`src/rtl/pipeline_ctrl.sv`:
```
// pipeline_ctrl: hazard, stall, flush and N-source operand forwarding control for the RV32I core.
// Optional performance counters are enabled by defining PIPELINE_CTRL_PERF_EN.
module pipeline_ctrl #(
    parameter int XLEN        = 32,
    parameter int NUM_FWD     = 2,
    parameter int MEM_LATENCY = 1
) (
    input  logic                    clk,
    input  logic                    rst,
    input  logic                    imem_ready,
    input  logic                    ex_mem_req,
    input  logic                    ex_take_branch,
    input  logic [4:0]              ex_rs1_addr,
    input  logic [4:0]              ex_rs2_addr,
    input  logic [XLEN-1:0]         ex_rs1_data,
    input  logic [XLEN-1:0]         ex_rs2_data,
    input  logic [NUM_FWD-1:0]      fwd_write_en,
    input  logic [5*NUM_FWD-1:0]    fwd_rd_addr,
    input  logic [XLEN*NUM_FWD-1:0] fwd_data,
    output logic [XLEN-1:0]         ex_fwd_rs1_data,
    output logic [XLEN-1:0]         ex_fwd_rs2_data,
    output logic                    if_stall,
    output logic                    id_stall,
    output logic                    ex_stall,
    output logic                    id_flush,
    output logic                    ex_flush,
    output logic                    mem_busy
`ifdef PIPELINE_CTRL_PERF_EN
    ,
    output logic [31:0]             perf_stall_cycles,
    output logic [31:0]             perf_flush_count
`endif
);

    localparam int CW = $clog2(MEM_LATENCY) + 1;
    localparam logic [CW-1:0] WAIT_INIT = CW'(MEM_LATENCY - 1);

    typedef enum logic {
        ST_RUN      = 1'b0,
        ST_MEM_WAIT = 1'b1
    } state_t;

    state_t        r_state;
    state_t        w_state_nxt;
    logic [CW-1:0] r_wait_cnt;
    logic [CW-1:0] w_wait_cnt_nxt;
    logic          w_branch;

    // Lowest-index matching source wins; x0 always reads the register-file value.
    function automatic logic [XLEN-1:0] fwd_pick(
        input logic [4:0]              addr,
        input logic [XLEN-1:0]         rf_val,
        input logic [NUM_FWD-1:0]      we,
        input logic [5*NUM_FWD-1:0]    rd,
        input logic [XLEN*NUM_FWD-1:0] data
    );
        logic [XLEN-1:0] v;
        logic            hit;
        v   = rf_val;
        hit = 1'b0;
        for (int unsigned i = 0; i < NUM_FWD; i++) begin
            if (!hit && we[i] && (addr != 5'd0) && (rd[5*i +: 5] == addr)) begin
                v   = data[XLEN*i +: XLEN];
                hit = 1'b1;
            end
        end
        return v;
    endfunction

    always_comb begin
        ex_fwd_rs1_data = fwd_pick(ex_rs1_addr, ex_rs1_data, fwd_write_en, fwd_rd_addr, fwd_data);
        ex_fwd_rs2_data = fwd_pick(ex_rs2_addr, ex_rs2_data, fwd_write_en, fwd_rd_addr, fwd_data);
    end

    always_comb begin
        w_state_nxt    = r_state;
        w_wait_cnt_nxt = r_wait_cnt;
        w_branch       = 1'b0;
        if_stall       = 1'b0;
        id_stall       = 1'b0;
        ex_stall       = 1'b0;
        id_flush       = 1'b0;
        ex_flush       = 1'b0;
        mem_busy       = 1'b0;
        if (rst) begin
            id_flush = 1'b1;
            ex_flush = 1'b1;
        end else begin
            case (r_state)
                ST_MEM_WAIT: begin
                    if_stall       = 1'b1;
                    id_stall       = 1'b1;
                    ex_stall       = 1'b1;
                    mem_busy       = 1'b1;
                    w_wait_cnt_nxt = r_wait_cnt - 1'b1;
                    if (r_wait_cnt == CW'(1)) begin
                        w_state_nxt = ST_RUN;
                    end
                end
                default: begin
                    if (ex_take_branch) begin
                        w_branch = 1'b1;
                        id_flush = 1'b1;
                        ex_flush = 1'b1;
                    end else if (!imem_ready) begin
                        if_stall = 1'b1;
                        id_flush = 1'b1;
                    end
                    if (ex_mem_req && (MEM_LATENCY > 1)) begin
                        w_state_nxt    = ST_MEM_WAIT;
                        w_wait_cnt_nxt = WAIT_INIT;
                    end
                end
            endcase
        end
    end

    always_ff @(posedge clk) begin
        if (rst) begin
            r_state    <= ST_RUN;
            r_wait_cnt <= '0;
        end else begin
            r_state    <= w_state_nxt;
            r_wait_cnt <= w_wait_cnt_nxt;
        end
    end

    always_ff @(posedge clk) begin
        if (!rst) begin
            assert (!(ex_mem_req && ex_take_branch));
        end
    end

`ifdef PIPELINE_CTRL_PERF_EN
    logic [31:0] r_perf_stall;
    logic [31:0] r_perf_flush;

    always_ff @(posedge clk) begin
        if (rst) begin
            r_perf_stall <= '0;
            r_perf_flush <= '0;
        end else begin
            if (if_stall || ex_stall) begin
                r_perf_stall <= r_perf_stall + 32'd1;
            end
            if (w_branch) begin
                r_perf_flush <= r_perf_flush + 32'd1;
            end
        end
    end

    assign perf_stall_cycles = r_perf_stall;
    assign perf_flush_count  = r_perf_flush;
`else
    logic w_branch_unused;
    assign w_branch_unused = w_branch;
`endif

endmodule
```
`config.mk`:
```
export PLATFORM = sky130hd
export DESIGN_NAME = pipeline_ctrl
export DESIGN_NICKNAME = d
export VERILOG_FILES = /design/src/rtl/pipeline_ctrl.sv
export SDC_FILE = /design/constraint.sdc
export NUM_CORES = 1
export LEC_CHECK = 0
export ABC_CLOCK_PERIOD_IN_PS = 4460
export CAP_MARGIN = 20
export CORE_MARGIN = 2
export CORE_UTILIZATION = 32
export DETAILED_ROUTE_END_ITERATION = 8
export PLACE_DENSITY = 0.88
export SKIP_LAST_GASP = 1
export SYNTH_ARGS = -nofsm -noshare
export SYNTH_HDL_FRONTEND = slang
export SYNTH_SLANG_ARGS = --single-unit
```
`constraint.sdc`:
```
create_clock -name clk -period 4.46 [get_ports clk]
set_input_delay 0.892 -clock clk [delete_from_list [all_inputs] [get_ports clk]]
set_output_delay 0.892 -clock clk [all_outputs]
set_load 0.01 [all_outputs]
```
==> After elaboration in Yosys (flattened, before gate mapping) <==
Cells that the tools add are included.
{ "op_classes": {"add_sub_neg": 1, "muxes": 19, "reduce_logical": 15, "n_eq_ne": 4, "bitwise_logic": 1} }
{ "ops": {"columns": ["operator", "count"], "rows": [
  ["2-to-1 mux 32 bit", 4],
  ["== test 5 bit", 4],
  ["2-to-1 mux 1 bit", 15],
  ["logical AND 1 bit", 10],
  ["nonzero test 5 bit", 2],
  ["zero test 1 bit", 2],
  ["OR reduction 2 bit", 1],
  ["inverter 1 bit", 1],
  ["subtractor 1 bit, second input constant", 1]
]} }
{ "word_totals": {"reg_bits": 2, "word_cells": 42, "input_bits": 155, "output_inout_bits": 70} }

==> Logic depth before layout (Yosys ltp) <==
{ "depth": {"depth_word": 9, "ltp_mapped": 6, "mapped_depth_nobuf": 4} }

==> Worst setup path before layout <==
Ideal clock, no wire load.
{ "synth_timing": {"path_type": "in2out", "startpoint": "input port ex_rs1_addr[1]", "endpoint": "output port ex_fwd_rs1_data[10]", "t_required_ps": 3568, "setup_slack_ps": 1333, "path_buffers": 1, "t_arrival_ps": 2235, "cell_stages": 5, "path_cell_list": "or4_4 > o211ai_4 > buf_6 > o21ai_0 > a31oi_1"} }
{ "synth_between": {"elab_chain_cells": 9, "elab_cells_between_ends": 12, "cone_classes": "eq/ne: 2; mux: 3; reduce/logical: 7"} }
{ "synth_lines": {"columns": ["element", "line", "rtl"], "rows": [
  ["start: declaration", "13", "input logic [4:0] ex_rs1_addr,"],
  ["nonzero test 5 bit", "62", "if (!hit && we[i] && (addr != 5'd0) && (rd[5*i +: 5] == addr)) begin"],
  ["logical AND 1 bit (2 in series)", "62", null],
  ["2-to-1 mux 1 bit", "62", null],
  ["zero test 1 bit", "62", null],
  ["logical AND 1 bit (3 in series)", "62", null],
  ["2-to-1 mux 32 bit *", "62", null],
  ["end: declaration", "20", "output logic [XLEN-1:0] ex_fwd_rs1_data,"]
]} }
Mark *: on every way between the ends. The rest lies on a longest branch, timed or not.

==> Worst setup path after layout <==
{ "layout_timing": {"startpoint": "input port ex_rs1_addr[1]", "endpoint": "output port ex_fwd_rs1_data[17]"} }
The elaborated chain is that of the path after synthesis.

==> flow_metrics.env <==
export IMPL_power_net_switching_uw=214.7
export IMPL_synth_edf_count=0
export IMPL_pwr_share_comb_pct=83.9
export IMPL_irDropWorstVdd_v=0.0001744
export IMPL_crit_start="ex_rs1_addr[1]"
export IMPL_postPlaceCellArea_um2=4487
export IMPL_maxCapViolations=0
export IMPL_ys_types=29
export IMPL_slew_violations=0
export IMPL_crit_type="input pin to primary output"
export IMPL_cts_root_buf="clkbuf_8"
export IMPL_area_growth_pct=107.0
export IMPL_via_per_inst=5.808
export IMPL_gp_congestion=0.8459
export IMPL_power_total_uw=548.8
export IMPL_fmax_mhz=233.5
export IMPL_maxSlewHeadroom_pct=74.44
export IMPL_clk_latency_ns=0.21
export IMPL_leakage_uw=0.001527
export IMPL_power_frac_seq_pct=3.3
export IMPL_finalSetupViolCount=0
export IMPL_syn_inst=379
export IMPL_diodes=0
export IMPL_fin_nets=737
export IMPL_synth_commonest_cells="nor3_1, a31oi_1, o21ai_0"
export IMPL_path_max_fanout=64
export IMPL_detail_route_iter0_violations=283
export IMPL_wl_per_cell_um=17.77
export IMPL_required_ns=3.57
export IMPL_overflow=0
export IMPL_synthFlopType="dfxtp_1"
export IMPL_vias=3833
export IMPL_cts_resized=0
export IMPL_holdBufCountCts=0
export IMPL_rsz0062_at_grt="no"
export IMPL_synthArstFlopShare_pct=0
export IMPL_yosysTopAreaCellShare_pct=18.02
export IMPL_rr_startpoint="r_state"
export IMPL_synth_area_leaders="a31oi_1, nor3_1, o21ai_0, or3_1, nand3_1"
export IMPL_drive_above_1_share_pct=5.345
export IMPL_post_route_period_util_pct=96.00
export IMPL_port_buffers=223
export IMPL_num_io_pins=225
export IMPL_stdcell_area_um2=4528
export IMPL_synth_most_common_cell="nor3_1"
export IMPL_fin_worst_skew_ns=0.0004323
export IMPL_grt_pass1_vias=3702
export IMPL_syn_area_um2=2187
export IMPL_start_kind="input pin"
export IMPL_swShare_pct=39.12
export IMPL_syn_nets=534
export IMPL_yosysSeqAreaShare_pct=1.831
export IMPL_cts_clk_slew_worst_paths_ns=0.03
export IMPL_arrival_ns=3.39
export IMPL_power_density_nw_per_um2=121.2
export IMPL_drc_errors=0
export IMPL_worstSetupEndpoint="ex_fwd_rs1_data[17]"
export IMPL_drt_pass1_iter_count=5
export IMPL_hpwl_um=9039
export IMPL_track_usage_pct=29.32
export IMPL_fp_dieW_um=86.67
export IMPL_row_count=30
export IMPL_ant_nets=0
export IMPL_outcome="complete, no violations"
export IMPL_p_clk_share_pct=12.8
export IMPL_die_area_um2=7512
export IMPL_core_area_um2=6719
export IMPL_syn_avg_cell_area_um2=5.771
export IMPL_cts_setup_buffers=0
export IMPL_hold_viol_final=0
export IMPL_die_h_um=86.67
export IMPL_clock_sinks=2
export IMPL_r2r_end="r_state"
export IMPL_yosysTopAreaCell="a31oi_1"
export IMPL_p_int_uw=334.1
export IMPL_final_setup_tns_ns=0
export IMPL_antenna_found_initial=0
export IMPL_cts_buffers=3
export IMPL_worst_pin_slew_ns=0.3834
export IMPL_cts_buffer_depth=2
export IMPL_hold_path_class="flop to flop"
export IMPL_htreeDepth=1
export IMPL_start_util_pct=32.55
export IMPL_drt_total_wl_um=11730
export IMPL_cts_tree="done"
export IMPL_finalCriticalPeriod_ns=4.282
export IMPL_synth_seq_cells=2
export IMPL_yosysWarnings=0
export IMPL_r2r_slack_ns=3.73
export IMPL_grt_start_max_net_pins=65
export IMPL_rr_worst_depth=2
export IMPL_endpoint_kind="primary output"
export IMPL_grt_pass1_wl_um=18020
## power by group through the flow
| stage | clock, µW | combinational (µW) | sequential [µW] |
|---|---|---|---|
| final | 70.1 | 461 | 18.0 |
| after global routing | 72.0 | 490 | 18.0 |
| after CTS | 71.2 | 459 | 18.1 |
| after detailed placement | 0 | 457 | 18.3 |
| after global placement | 0 | 450 | 18.3 |
| after floorplan | 0 | 171 | 18.3 |
## worst max-delay path, cell delays in order
cell and delay, ns:
clkdlybuf4s50_1 0.47, or4_4 0.60, o211ai_4 0.20, buf_12 0.26, o21ai_0 0.17, a31oi_1 0.21, clkdlybuf4s50_1 0.57
## cell usage in the layout (no fill, tap or decap), types with 4 or more instances in the layout
master	instances
clkdlybuf4s50_1	223
nor3_1	65
a31oi_1	63
o21ai_0	49
inv_1	33
nand3_1	32
or3_1	32
xnor2_1	18
buf_4	17
o21ai_1	14
buf_12	4
## metrics by stage
stage / setup WS [ns] / utilization, % / hold WS [ns] / instances
6_report: 0.1782 / 67.39 / 0.4480 / 660
5_1_grt: 0.06763 / 67.39 / 0.4714 / 660
4_1_cts: 0.1799 / 67.39 / 0.4461 / 660
3_5_place_dp: 0.1877 / 66.78 / 0.4398 / 657
3_3_place_gp: 0.2014 / 66.78 / 0.4308 / 657
2_1_floorplan: 1.333 / - / 0.4175 / 379
## kinds of logic (layout without fill, tap and decap cells)
kind of cell              Yosys count  in the layout  share of synthesized area [%]
and+or+nand+nor                   141            141                          35.47
buffers and inverters              79            280                          17.05
xor gates and xnor gates           21             21                          8.410
DFF                                 2              2                          1.831
AOI/OAI and AO/OA                 136            136                          37.24
## state kept, by name (all words and copies together) (netlist names)
register	cells
r_state	1
r_wait_cnt	1
## area by class of cell
class                   count  area (µm²)
repair buffers            244        2440
multi-input cells         298        1783
well taps                  80       100.1
flip-flops and latches      2       40.04
fillers                   600        2191
clock buffers               3       41.29
inverters                  33       123.9
## metal layers
metal	vias up	GRT usage [%]	share of wire, %
li1	1814	-	-
met1	1756	34.81	37
met2	232	54.62	51
met3	31	4.381	9.5
met4	0	7.386	1.8
met5	-	0	0
## worst min path at each step
stage	start	to	slack, ns	depth (start not counted)
after floorplan	r_wait_cnt	r_state	0.42	1
after global placement	r_wait_cnt	r_state	0.43	1
after detailed placement	r_wait_cnt	r_state	0.44	1
after CTS	r_wait_cnt	r_state	0.45	1
after global routing	r_wait_cnt	r_state	0.47	1
final	r_wait_cnt	r_state	0.45	1
Note: power is estimated with default switching activity, not from simulation.
